--- config.mk ---
export PLATFORM = sky130hd
export DESIGN_NAME = uart_serializer_p
export DESIGN_NICKNAME = d
export VERILOG_FILES = /design/src/rtl/uart_serializer_p.sv
export SDC_FILE = /design/constraint.sdc
export NUM_CORES = 1
export LEC_CHECK = 0
export CORE_MARGIN = 1
export CORE_UTILIZATION = 47
export CTS_CLUSTER_DIAMETER = 50
export DETAILED_ROUTE_END_ITERATION = 16
export PLACE_DENSITY_LB_ADDON = 0.25
export SYNTH_ARGS = -nofsm -noshare
export SYNTH_HDL_FRONTEND = slang
export SYNTH_SLANG_ARGS = --single-unit
--- constraint.sdc ---
create_clock -name CLK -period 1.46 [get_ports CLK]
set_input_delay 0.146 -clock CLK [delete_from_list [all_inputs] [get_ports CLK]]
set_output_delay 0.146 -clock CLK [all_outputs]
set_load 0.005 [all_outputs]
--- src/rtl/uart_serializer_p.sv ---
// uart_serializer_p
// Parallel-to-serial shifter for the UART TX datapath. A word is captured on
// data_valid while idle, presented one bit at a time on ser_data, and advanced
// on each ser_en tick. The parity of the captured word is held on par_bit
// until the next load. The TX FSM adds start/parity/stop framing around it.
module uart_serializer_p #(
  parameter int DATA_WIDTH = 8,
  parameter bit MSB_FIRST  = 1'b0
) (
  input  logic                  CLK,
  input  logic                  RST,
  input  logic [DATA_WIDTH-1:0] P_DATA,
  input  logic                  data_valid,
  input  logic                  PAR_TYP,
  input  logic                  ser_en,
  output logic                  ser_data,
  output logic                  ser_done,
  output logic                  busy,
  output logic                  par_bit
);

  localparam int CNT_W = $clog2(DATA_WIDTH + 1);
  localparam logic [CNT_W-1:0] LAST_IDX = CNT_W'(DATA_WIDTH - 1);

  typedef enum logic {
    IDLE  = 1'b0,
    SHIFT = 1'b1
  } state_t;

  state_t                state;
  state_t                state_nxt;
  logic [DATA_WIDTH-1:0] shreg;
  logic [DATA_WIDTH-1:0] shreg_nxt;
  logic [CNT_W-1:0]      cnt;
  logic [CNT_W-1:0]      cnt_nxt;
  logic                  done_nxt;
  logic                  par_nxt;

  // State, shift register, bit counter, done pulse and parity registers.
  always_ff @(posedge CLK) begin
    if (RST) begin
      state    <= IDLE;
      shreg    <= '0;
      cnt      <= '0;
      ser_done <= 1'b0;
      par_bit  <= 1'b0;
    end else begin
      state    <= state_nxt;
      shreg    <= shreg_nxt;
      cnt      <= cnt_nxt;
      ser_done <= done_nxt;
      par_bit  <= par_nxt;
    end
  end

  // Next-state logic: load while idle, shift on ser_en ticks while shifting,
  // and return to idle with a one-cycle done pulse once the last bit is used.
  always_comb begin
    state_nxt = state;
    shreg_nxt = shreg;
    cnt_nxt   = cnt;
    done_nxt  = 1'b0;
    par_nxt   = par_bit;
    case (state)
      IDLE: begin
        if (data_valid) begin
          shreg_nxt = P_DATA;
          cnt_nxt   = '0;
          par_nxt   = (^P_DATA) ^ PAR_TYP;
          state_nxt = SHIFT;
        end
      end
      SHIFT: begin
        if (ser_en) begin
          if (MSB_FIRST) begin
            shreg_nxt = {shreg[DATA_WIDTH-2:0], 1'b0};
          end else begin
            shreg_nxt = {1'b0, shreg[DATA_WIDTH-1:1]};
          end
          cnt_nxt = cnt + CNT_W'(1);
          if (cnt == LAST_IDX) begin
            state_nxt = IDLE;
            done_nxt  = 1'b1;
          end
        end
      end
      default: begin
        state_nxt = IDLE;
      end
    endcase
  end

  // Busy covers exactly the shifting state, so it rises the cycle after a
  // load and falls together with the done pulse.
  always_comb begin
    busy = (state == SHIFT);
  end

  // Output bit taken straight from the output end of the register; forced
  // low while idle so the line carries no stale data.
  always_comb begin
    ser_data = 1'b0;
    if (state == SHIFT) begin
      ser_data = MSB_FIRST ? shreg[DATA_WIDTH-1] : shreg[0];
    end
  end

endmodule

Word level (Yosys, flattened, before mapping). Cells that the tools add are included.

Flip-flop bits (word level): 15. Input bits: 13. Output and inout port bits: 4. Logic and storage cells: 28.

Add/sub/neg operators: 1. Equal/unequal tests: 3. Multiplexer cells: 12. Bitwise logic cells: 3. Reduce and logical (&&, ||, !) cells: 4.

Operators by type and width (number): two-way mux 8 bit (2); one-hot mux 8 bit (2 select lines) (1); two-way mux 4 bit (2); one-hot mux 4 bit (2 select lines) (1); parity 8 bit (1); two-way mux 1 bit (5); adder 4 x 1 -> 4 bit (second input constant) (1); equality test 4 x 3 -> 1 bit (second input constant) (1); != test 2 bit (second input constant) (2); AND reduction 2 bit (2); OR reduction 3 bit (1); inverter 1 bit (2); one-hot mux 1 bit (2 select lines) (1); XOR 1 bit (1).

Depth between registers and ports, before layout.
Depth in word-level cells: 4. Mapped depth: 6. Depth with buffers taken out: 4.

Worst setup path after synthesis. No wires, ideal clock.

Kind: register to register. Start: reg state, in the netlist busy. End: reg shreg[1]. Setup time: 0.086 ns. Arrival time: 1.034 ns. Required time: 1.374 ns. Path slack: 0.341 ns. Stages on the path, launching flop included: 7. Buffers on the path: 2. Period minus slack after synthesis: 1.119 ns. Cells stage by stage: dfxtp_1 buf_4 nand2_1 nand2_4 buf_6 nor2_1 a211oi_1.

Cells in the longest elaborated chain, start to end: 3. Elaborated cells on any way between the ends: 5. Classes of those cells: eq/ne (2); mux (1); bitwise (1); reduce/logical (1).

RTL lines: start, declared (RTL line 30) `state_t state;`; start signal, assigned (RTL line 48) `state <= state_nxt;`; inverter 1 bit (no source line); != test 2 bit (no source line); AND reduction 2 bit (no source line); end signal, assigned (RTL line 49) `shreg <= shreg_nxt;`; end, declared (RTL line 32) `logic [DATA_WIDTH-1:0] shreg;`.

Parallel ways exist; a longest one is shown, timed or not. A chain may end at the register's enable or synchronous reset.

Worst setup path in the final report.
Start: reg state, in the netlist busy. End: out ser_data.

Cells in the longest elaborated chain, start to end: 1.

RTL lines: two-way mux 1 bit (RTL line 103) `if (state == SHIFT) begin`; end, declared (RTL line 16) `output logic ser_data,`.

No other way between the ends.

==> metrics.md <==
| Metric | Value |
|---|---|
| Least-Margin Pin Slew | `0.230 ns` |
| Total CTS buffers | `3` |
| Max Slew Vio Count | `0` |
| Root Driver | `clkbuf_4` |
| Final Hold Viols | `0` |
| Final min period | `1.42 ns` |
| Critical Path Fanout Max | `4` |
| Bufs on Longest Clock Path | `2` |
| Routed vias/inst | `5.58` |
| Post-synthesis sequential area ratio | `39.7%` |
| Initial antenna violation count | `0` |
| Rows | `14` |
| Antenna Nets Post-Route | `0` |
| Leakage Power | `0.399 nW` |
| Fill cell count | `129` |
| Fmax | `0.705 GHz` |
| Final setup TNS | `0 ns` |
| Reg2reg start | `busy` |
| Period utilisation layout | `97.1%` |
| Synthesized cell area | `757 um^2` |
| DRT iter0 DRCs | `9` |
| Unrepaired setup endpoints after global routing | `no` |
| Post-DP HPWL | `1.12 mm` |
| Synth warn | `0` |
| Util after Layout | `65.8%` |
| Drt first pass iters | `4` |
| Die width | `42.1 um` |
| CP endpoint kind | `output pin` |
| Clock-pin slew on the worst setup and hold paths | `0.09 ns` |
| Relative slew slack | `84.6%` |
| Final worst setup slack | `0.0417 ns` |
| CTS H-Tree Depth | `1` |
| Synthesis-stage register bit count | `15` |
| Pwr dens | `906 nW/um^2` |
| Die Area | `1770 um^2` |
| Status | `finished, final reports clean` |
| Clk sink count | `15` |
| Worst min path class | `flip-flop to flip-flop` |
| Place WS | `-0.0811 ns` |
| Clock Skew | `0.0102 ns` |
| Worst setup SP type | `flip-flop` |
| Grt total ovfl | `0` |
| GRT Overall Usage | `20.0%` |
| GPL Wtd Cong | `0.736` |
| CP endpoint | `ser_data` |
| MaxCap Viol Count | `0` |
| Antenna fix cells | `0` |
| Final wirelength | `1.51 mm` |
| Final setup violation count | `0` |
| Die height | `42.1 um` |
| # port buffers | `16` |
| WP data required | `1.31 ns` |
| Number of global-route vias before repair | `610` |
| Synthesized instance count | `80` |
| Crit path from | `busy` |
| Residual DRC count | `0` |
| Area delta synth->final | `30.9%` |
| Initial core utilization | `50.2%` |
| NumNets Final | `117` |
| Pwr Total | `0.898 mW` |
| Synthesized Nets | `94` |
| Post-Synthesis Mean Instance Area | `9.46 um^2` |
| Flop-to-flop setup slack | `0.12 ns` |
| Core Area | `1510 um^2` |
| CTS tree | `built` |
| Vias | `659` |
| Ports | `17` |
| Crit Path Class | `flip-flop to output pin` |
| Synth cell types | `27` |
| Clk_lat worst skew | `0.28 ns` |
| Critical path arrival | `1.27 ns` |
| Reg2reg end | `shreg[6]` |
| Wire per inst | `12.8 um` |
| First-pass GRT wire length | `2.69 mm` |
| Layout cells sized above 1 | `12.7%` |
| R2r worst-path depth | `6` |
| Worst hold start | `par_bit` |
| Largest net degree at the start of global routing | `16` |
| Worst vdd ir | `538 uV` |
==> synthesized netlist by cell type, drive strengths merged <==
cell type  count  area (um^2)
a211oi         8         60.1
a21oi          2         10.0
a22oi          2         15.0
and2           2         12.5
buf            3         26.3
clkbuf         1         3.75
dfxtp         15          300
ha             1         12.5
inv            2         7.51
mux2i          7         70.1
nand2          5         26.3
nand2b         1         13.8
nand3          1         5.00
nand3b         2         15.0
nand4          1         6.26
nor2          13         48.8
nor2b          1         6.26
nor3           2         10.0
o211a          1         10.0
o211ai         2         15.0
o21ai          1         5.00
o221a          1         11.3
xnor2          3         26.3
xnor3          1         22.5
xor2           2         17.5
==> state kept, by name, summed over array words and instances (netlist names) <==
signal / count
cnt: 4
ser_done: 1
shreg: 8
busy: 1
par_bit: 1
==> timing repair <==
item,in CTS,in global routing
hold buffers,0,0
endpoints found under the setup margin,2,1
resized for setup,2,1
buffers inserted,1,0
==> power breakdown <==
group | switching [mW] | internal [mW]
Clock | 0.128 | 0.106
Combinational | 0.0906 | 0.118
Sequential | 0.0169 | 0.438
==> critical path, cell delays in order (launching register included) <==
cell and delay (ns):
dfxtp_4 0.37, and2_1 0.13, clkdlybuf4s50_1 0.50
==> cells by family after synthesis <==
family | Yosys count | synth area share, %
and+or+nand+nor | 28 | 19.0
AOI/OAI and AO/OA | 17 | 16.7
DFF | 15 | 39.7
muxes | 7 | 9.26
xor gates and xnor gates | 6 | 8.76
buffers and inverters | 6 | 4.96
adders and majority gates | 1 | 1.65
==> metal layers <==
metal	part of all wire (%)	global-route usage (%)	wire (um)
met5	0	0	0
met4	0.66	9.38	10
met3	3.9	3.88	59
met2	47	30.3	716
met1	48	27.5	724
==> per-stage QoR <==
stage / hold WS (ns) / std cells / area [um^2]
2_1_floorplan: 0.225 / 80 / 757
3_3_place_gp: 0.486 / 113 / 945
3_5_place_dp: 0.489 / 113 / 945
4_1_cts: 0.502 / 118 / 982
5_1_grt: 0.525 / 118 / 991
6_report: 0.498 / 118 / 991
==> how the worst min path moves through the flow <==
stage          depth (start not counted)  endpoint  slack (ns)
4_1_cts                                2   par_bit        0.50
3_5_place_dp                           2   par_bit        0.49
3_3_place_gp                           2  shreg[4]        0.49
6_report                               2   par_bit        0.50
2_1_floorplan                          1  ser_done        0.23
5_1_grt                                2  shreg[4]        0.53
==> final cells by class <==
type	count	area, um^2	area share [%]
flip-flops and latches	15	304	30.7
clock buffers	4	26.3	2.65
inverters	2	7.51	0.758
multi-input cells	59	428	43.2
repair buffers	22	205	20.7
well taps	16	20.0	2.02
==> layout by cell type (no fill, tap or decap) <==
cell type        count
a211oi_1             8
and2_1               2
xnor2_1              3
inv_1                2
xor2_1               2
clkdlybuf4s50_1     16
o21ai_0              1
buf_4                6
nand3b_1             2
o211ai_1             2
mux2i_1              7
xnor3_1              1
nand2_8              1
nor3_1               2
o221a_2              1
nand3_1              1
nand4_1              1
o211a_1              1
a22oi_1              2
dfxtp_4              1
nand2b_4             1
clkbuf_4             3
dfxtp_1             14
nor2b_1              1
ha_1                 1
nor2_1              13
a21oi_1              2
nand2_1              4
clkbuf_1             1
Note: power is estimated with default switching activity, not from simulation.
